## config.mk

```make
export PLATFORM = sky130hd
export DESIGN_NAME = alu_uart_ctrl
export DESIGN_NICKNAME = d
export VERILOG_FILES = /design/src/rtl/alu_uart_pkg.sv /design/src/rtl/alu_uart_ctrl_frame_timer.sv /design/src/rtl/alu_uart_ctrl.sv
export SDC_FILE = /design/constraint.sdc
export NUM_CORES = 1
export LEC_CHECK = 0
export CORE_UTILIZATION = 42
export DETAILED_ROUTE_END_ITERATION = 6
export PLACE_DENSITY_LB_ADDON = 0.08
export SKIP_LAST_GASP = 1
export SLEW_MARGIN = 20
export SYNTH_ARGS = -nofsm -noshare
export SYNTH_HDL_FRONTEND = slang
export SYNTH_SLANG_ARGS = --single-unit
```

## constraint.sdc

```tcl
create_clock -name i_clk -period 1.8 [get_ports i_clk]
set_input_delay 0.18 -clock i_clk [delete_from_list [all_inputs] [get_ports i_clk]]
set_output_delay 0.18 -clock i_clk [all_outputs]
set_load 0.02 [all_outputs]
```

## src/rtl/alu_uart_pkg.sv

```systemverilog
// Shared definitions for the UART-driven ALU controller: FSM state encoding
// and default operand/opcode widths.
package alu_uart_pkg;

  localparam int NB_DATA_DEF = 8;
  localparam int NB_OP_DEF   = 6;

  localparam logic [2:0] ST_IDLE    = 3'd0;
  localparam logic [2:0] ST_GET_B   = 3'd1;
  localparam logic [2:0] ST_GET_OP  = 3'd2;
  localparam logic [2:0] ST_COMPUTE = 3'd3;
  localparam logic [2:0] ST_SEND    = 3'd4;
  localparam logic [2:0] ST_WAIT_TX = 3'd5;

  typedef enum logic [2:0] {
    IDLE    = ST_IDLE,
    GET_B   = ST_GET_B,
    GET_OP  = ST_GET_OP,
    COMPUTE = ST_COMPUTE,
    SEND    = ST_SEND,
    WAIT_TX = ST_WAIT_TX
  } state_t;

endpackage

```

## src/rtl/alu_uart_ctrl_frame_timer.sv

```systemverilog
// Inter-byte idle timer (module frame_timer). Only built when
// ALU_UART_CTRL_TIMEOUT_EN is defined, the only configuration that uses it.
`ifdef ALU_UART_CTRL_TIMEOUT_EN
module frame_timer #(
  parameter int TIMEOUT_CYC = 50_000_000
)(
  input  logic i_clk,
  input  logic i_rst,
  input  logic i_clear,
  input  logic i_enable,
  output logic o_expired
);

  localparam int CNT_W = $clog2(TIMEOUT_CYC + 1);

  logic [CNT_W-1:0] r_count;

  assign o_expired = i_enable && (r_count == CNT_W'(TIMEOUT_CYC - 1));

  // A clear on the expiry cycle takes priority, so a late byte still restarts the window.
  always_ff @(posedge i_clk or posedge i_rst) begin
    if (i_rst) begin
      r_count <= '0;
    end else if (i_clear || o_expired) begin
      r_count <= '0;
    end else if (i_enable) begin
      r_count <= r_count + CNT_W'(1);
    end
  end

endmodule
`endif

```

## src/rtl/alu_uart_ctrl.sv

```systemverilog
// Collects A, B, opcode bytes from a UART receiver, drives an external ALU and
// sends the result back. Optional inter-byte timeout: ALU_UART_CTRL_TIMEOUT_EN.
module alu_uart_ctrl
  import alu_uart_pkg::*;
#(
  parameter int NB_DATA     = NB_DATA_DEF,
  parameter int NB_OP       = NB_OP_DEF,
  parameter int TIMEOUT_CYC = 50_000_000
)(
  input  logic               i_clk,
  input  logic               i_rst,
  input  logic               i_rx_done_data,
  input  logic [NB_DATA-1:0] i_rx_data,
  input  logic               i_tx_done,
  input  logic [NB_DATA-1:0] i_alu_result,
  output logic               o_tx_start,
  output logic [NB_DATA-1:0] o_tx_data,
  output logic [NB_DATA-1:0] o_alu_a,
  output logic [NB_DATA-1:0] o_alu_b,
  output logic [NB_OP-1:0]   o_alu_op,
  output logic               o_busy,
  output logic               o_drop
);

  state_t             r_state;
  state_t             w_state_nxt;
  logic [NB_DATA-1:0] r_alu_a;
  logic [NB_DATA-1:0] r_alu_b;
  logic [NB_OP-1:0]   r_alu_op;
  logic [NB_DATA-1:0] r_tx_data;
  logic               r_drop;
  logic               w_ld_a;
  logic               w_ld_b;
  logic               w_ld_op;
  logic               w_ld_tx;
  logic               w_tx_start;
  logic               w_drop_nxt;
  logic               w_accept;
  logic               w_timeout;

  assign w_accept = w_ld_a || w_ld_b || w_ld_op;

`ifdef ALU_UART_CTRL_TIMEOUT_EN
  logic w_tmr_en;

  assign w_tmr_en = (r_state == GET_B) || (r_state == GET_OP);

  frame_timer #(
    .TIMEOUT_CYC (TIMEOUT_CYC)
  ) u_frame_timer (
    .i_clk     (i_clk),
    .i_rst     (i_rst),
    .i_clear   (w_accept),
    .i_enable  (w_tmr_en),
    .o_expired (w_timeout)
  );
`else
  assign w_timeout = 1'b0;
`endif

  always_ff @(posedge i_clk or posedge i_rst) begin
    if (i_rst) begin
      r_state <= IDLE;
    end else begin
      r_state <= w_state_nxt;
    end
  end

  // A received byte is checked before the timeout so a byte on the expiry cycle wins.
  always_comb begin
    w_state_nxt = r_state;
    w_ld_a      = 1'b0;
    w_ld_b      = 1'b0;
    w_ld_op     = 1'b0;
    w_ld_tx     = 1'b0;
    w_tx_start  = 1'b0;
    w_drop_nxt  = 1'b0;
    case (r_state)
      IDLE: begin
        if (i_rx_done_data) begin
          w_ld_a      = 1'b1;
          w_state_nxt = GET_B;
        end
      end
      GET_B: begin
        if (i_rx_done_data) begin
          w_ld_b      = 1'b1;
          w_state_nxt = GET_OP;
        end else if (w_timeout) begin
          w_drop_nxt  = 1'b1;
          w_state_nxt = IDLE;
        end
      end
      GET_OP: begin
        if (i_rx_done_data) begin
          w_ld_op     = 1'b1;
          w_state_nxt = COMPUTE;
        end else if (w_timeout) begin
          w_drop_nxt  = 1'b1;
          w_state_nxt = IDLE;
        end
      end
      COMPUTE: begin
        w_ld_tx     = 1'b1;
        w_drop_nxt  = i_rx_done_data;
        w_state_nxt = SEND;
      end
      SEND: begin
        w_tx_start  = 1'b1;
        w_drop_nxt  = i_rx_done_data;
        w_state_nxt = WAIT_TX;
      end
      WAIT_TX: begin
        w_drop_nxt = i_rx_done_data;
        if (i_tx_done) begin
          w_state_nxt = IDLE;
        end
      end
      default: begin
        w_state_nxt = IDLE;
      end
    endcase
  end

  // Operands persist across frames; only a newly accepted byte replaces them.
  always_ff @(posedge i_clk or posedge i_rst) begin
    if (i_rst) begin
      r_alu_a   <= '0;
      r_alu_b   <= '0;
      r_alu_op  <= '0;
      r_tx_data <= '0;
      r_drop    <= 1'b0;
    end else begin
      if (w_ld_a) begin
        r_alu_a <= i_rx_data;
      end
      if (w_ld_b) begin
        r_alu_b <= i_rx_data;
      end
      if (w_ld_op) begin
        r_alu_op <= i_rx_data[NB_OP-1:0];
      end
      if (w_ld_tx) begin
        r_tx_data <= i_alu_result;
      end
      r_drop <= w_drop_nxt;
    end
  end

  assign o_tx_start = w_tx_start;
  assign o_tx_data  = r_tx_data;
  assign o_alu_a    = r_alu_a;
  assign o_alu_b    = r_alu_b;
  assign o_alu_op   = r_alu_op;
  assign o_busy     = (r_state != IDLE);
  assign o_drop     = r_drop;

endmodule

```

Word-level counts from Yosys, hierarchy flattened

Index checks and enable logic that the tools add are counted.

Flip-flop bits (word level): 34
Output and inout bits: 33
Logic and storage cells: 31

Eq/ne operators: 9
Mux-type cells: 12
Reduce and logical (&&, ||, !) cells: 4

Operators with widths:

| operator                                            | number |
|---|---|
| case mux 3 bit (6 select lines)                     | 1 |
| two-way mux 3 bit                                   | 4 |
| != test 2 bit, second input constant                | 4 |
| two-way mux 1 bit                                   | 7 |
| equality test 3 x 2 -> 1 bit, second input constant | 2 |
| equality test 3 bit, second input constant          | 2 |
| AND reduction 4 bit                                 | 1 |
| equality test 3 x 1 -> 1 bit, second input constant | 1 |
| logical NOT 3 bit                                   | 1 |
| nonzero test 3 bit                                  | 1 |
| OR reduction 3 bit                                  | 1 |

Depth between registers and ports, before layout

Depth in word-level cells: 3
Depth in mapped cells: 4
Depth with buffers taken out: 2

Worst setup path after synthesis

OpenSTA, ideal clock, no wires.

Path type: register -> register
From: register r_state[0]
To: register r_alu_a[0], in the netlist o_alu_a[0]
Arrival time: 1,313 ps
Required time: 1,675 ps
Setup slack: 362 ps
Cell stages (with the launch flop): 4
Path buffers: 1
Clock period less this slack: 1,438 ps
Cells stage by stage: dfrtp_1 -> buf_6 -> nor4b_4 -> mux2_2

Longest elaborated chain between the ends: 2

RTL lines:

| element                | RTL line             | text |
|---|---|---|
| from (decl)            | alu_uart_ctrl.sv:25  | `state_t r_state;` |
| from (signal assigned) | alu_uart_ctrl.sv:65  | `r_state <= w_state_nxt;` |
| logical NOT 3 bit      | alu_uart_ctrl.sv:78  | `case (r_state)` |
| two-way mux 1 bit      | alu_uart_ctrl.sv:78  |  |
| to (signal assigned)   | alu_uart_ctrl.sv:135 | `r_alu_a <= i_rx_data;` |
| to (decl)              | alu_uart_ctrl.sv:27  | `logic [NB_DATA-1:0] r_alu_a;` |

No other way between the ends.
A chain may end at the register's enable or synchronous reset.

Worst setup path in the final report

From: register r_state[2]
To: output port o_busy

Longest elaborated chain between the ends: 1

RTL lines:

| element            | RTL line             | text |
|---|---|---|
| nonzero test 3 bit | alu_uart_ctrl.sv:155 | `assign o_busy = (r_state != IDLE);` |
| to (decl)          | alu_uart_ctrl.sv:21  | `output logic o_busy,` |

No other way between the ends.

==> flow_metrics.env <==
export IMPL_grt_pass1_wl_um=4410
export IMPL_max_slew_margin_rel_pct=69.6
export IMPL_cts_clk_slew_worst_paths_ns=0.09
export IMPL_dieArea_mm2=0.00345
export IMPL_peakVddDrop_uv=1030
export IMPL_place_ws_ns=0.134
export IMPL_core_mm2=0.00305
export IMPL_timing_fmax_ghz=0.600
export IMPL_synth_nets=105
export IMPL_grt_max_degree=35
export IMPL_synth_avg_cell_area_um2=15.9
export IMPL_fin_ws_ns=0.134
export IMPL_setup_tns_ns=0
export IMPL_place_hpwl_um=1920
export IMPL_cts_tree="yes"
export IMPL_crit_path_start="r_state[2]$_DFFE_PP0P_"
export IMPL_num_rows=20
export IMPL_dr_pass1_iters=3
export IMPL_ys_flop_type="dfrtp_1"
export IMPL_power_density_mw_per_mm2=1960
export IMPL_criticalPathCategory="flip-flop to output port"
export IMPL_drive_above_1_share_pct=33.8
export IMPL_clockBufferDepth=2
export IMPL_grt_overflow=0
export IMPL_r2r_end="o_alu_b[7]$_DFFE_PP0P_"
export IMPL_slowest_delay_ns=0.48
export IMPL_diodes=0
export IMPL_min_period_over_period_pct=92.6
export IMPL_portBuffers=52
export IMPL_grt_usage_pct=17.7
export IMPL_vias=898
export IMPL_ys_warn_count=0
export IMPL_synth_edf_count=0
export IMPL_drtIter0Drc=33
export IMPL_cts_sinks=34
export IMPL_crit_chain="or3_1, dlygate4sd2_1"
export IMPL_comb_power_share_pct=50.8
export IMPL_reg2reg_slack_ns=0.24
export IMPL_die_y_um=58.8
export IMPL_endpoint_kind="output port"
export IMPL_worstSkewPairLatency_ns=0.32
export IMPL_wl_um=2630
export IMPL_switchingPower_mw=1.37
export IMPL_htree_num_levels=2
export IMPL_synthCells=85
export IMPL_synth_distinct_cells=19
export IMPL_critPathArrivalTime_ns=1.49
export IMPL_routed_via_density=4.75
export IMPL_worst_slew_pin_slew_ns=0.454
export IMPL_synth_seq_cells=34
export IMPL_drc=0
export IMPL_ys_seq_area_share_pct=62.9
export IMPL_ioPinCount=53
export IMPL_hp_class="primary input to asynchronous set/reset pin"
export IMPL_p_seq_share_pct=35.4
export IMPL_p_leak_nw=0.844
export IMPL_startpoint_type="flip-flop"
export IMPL_setup_viol=0
export IMPL_antenna_left=0
export IMPL_swShare_pct=34.5
export IMPL_cts_buffers=5
export IMPL_cts_root_buffer="clkbuf_4"
export IMPL_grt_pass1_vias=965
export IMPL_pwr_share_clk_pct=13.8
export IMPL_cp_max_fo=9
export IMPL_r2r_cells=4
export IMPL_nets=165
export IMPL_maxCapViolCount=0
export IMPL_fin_crit_ns=1.67
export IMPL_drv_slew=0
export IMPL_rsz0062_at_grt="no"
export IMPL_hold_viol=0
export IMPL_antenna_found_initial=0
export IMPL_wl_per_cell_um=13.9
export IMPL_syn2layout_area_growth_pct=49.9
export IMPL_r2r_start="r_state[1]$_DFFE_PP0P_"
export IMPL_crit_path_top_delay_cell="dfrtp_2"
export IMPL_crit_path_end="o_busy"
export IMPL_internal_power_mw=2.60
export IMPL_required_ns=1.62
export IMPL_die_w_um=58.8
export IMPL_fin_skew_ns=0.00778
export IMPL_synthesis_area_mm2=0.00135
export IMPL_place_congestion=0.672
export IMPL_async_flop_share_pct=100
export IMPL_start_util_pct=44.3
export IMPL_run_status="completed"
stage by stage:
stage	cell area, um2	power, mW	std cells	hold slack (ns)	util [%]
2_1_floorplan	1350	2.52	85	0.322	-
3_3_place_gp	1950	3.42	182	0.488	63.7
3_5_place_dp	1950	3.47	182	0.496	63.7
4_1_cts	2030	4.03	189	0.242	66.4
5_1_grt	2030	4.22	189	0.288	66.4
6_report	2030	3.97	189	0.243	66.4
cells in the final DEF (no fill, tap or decap), types with 2 or more instances in the layout:
| cell | netlist | routed |
|---|---|---|
| clkbuf_4 | 0 | 5 |
| dfrtp_2 | 0 | 2 |
| dfrtp_1 | 34 | 32 |
| nand3b_1 | 2 | 2 |
| dlygate4sd2_1 | 0 | 2 |
| nand2b_1 | 2 | 2 |
| mux2_2 | 30 | 30 |
| clkdlybuf4s50_1 | 0 | 50 |
| buf_4 | 0 | 5 |
Yosys cell counts (2+ instances only):
master | instances | area [um2]
dfrtp_1 | 34 | 851
nand3b_1 | 2 | 15.0
nand2b_1 | 2 | 12.5
mux2_2 | 30 | 338
buf_2 | 3 | 15.0
worst max-delay path: cells and delay by family, from the launching register on:
kind          cells  cell delay (ns)
flops             1             0.48
simple gates      1             0.37
buf+inv           1             0.32
area by class of cell:
cell class                 instances  area (um2)
fill                             238        1030
sequential                        34         853
timing repair buffer              57         556
multi-input combinational         46         478
tap                               44        55.1
clock buffer                       6        51.3
clock inverter                     1        30.0
inverter                           1        3.75
power by group through the flow:
stage	Sequential, mW	Combinational, mW	Clock (mW)
floorplan	1.79	0.721	0
global placement	1.40	2.01	0
detailed placement	1.42	2.05	0
CTS	1.41	2.05	0.569
global route	1.46	2.14	0.613
finish	1.41	2.02	0.548
routing by layer:
| metal | global-route usage (%) | share of wire (%) |
|---|---|---|
| met1 | 20.8 | 40 |
| met2 | 27.8 | 52 |
| met3 | 7.91 | 6.5 |
| met4 | 8.50 | 1.1 |
| met5 | 0 | 0 |
what timing repair did:
action / in CTS / in global routing
hold buffers: 0 / 0
setup buffers: 0 / 0
resized for setup: 4 / 0
endpoints found under the setup margin: 2 / 0
logic make-up (layout without fill, tap and decap cells):
group                  after synthesis  count (layout)  share of synthesized area [%]
AO/OA/AOI/OAI                        4               4                           1.85
AND/OR/NAND/NOR                     12              12                           8.05
flip-flops                          34              34                           62.9
multiplexers                        30              30                           25.0
buffers and inverters                5              65                           2.22
registers in the layout (all words and copies together) (netlist names):
register,cells
o_alu_b,8
o_alu_op,6
o_tx_data,8
o_alu_a,8
r_state,3
o_drop,1
worst min path at each step:
stage	start	end	slack, ns	cells after the start
after floorplan	i_rst	o_alu_a[0]$_DFFE_PP0P_	0.32	1
after global placement	o_tx_data[3]$_DFFE_PP0N_	o_tx_data[3]$_DFFE_PP0N_	0.49	1
after detailed placement	o_alu_op[1]$_DFFE_PP0P_	o_alu_op[1]$_DFFE_PP0P_	0.50	1
after CTS	i_rst	o_alu_a[1]$_DFFE_PP0P_	0.24	3
after global routing	i_rst	o_alu_a[1]$_DFFE_PP0P_	0.29	3
final	i_rst	o_tx_data[5]$_DFFE_PP0N_	0.24	3
Power figures use the tool's default switching activity.
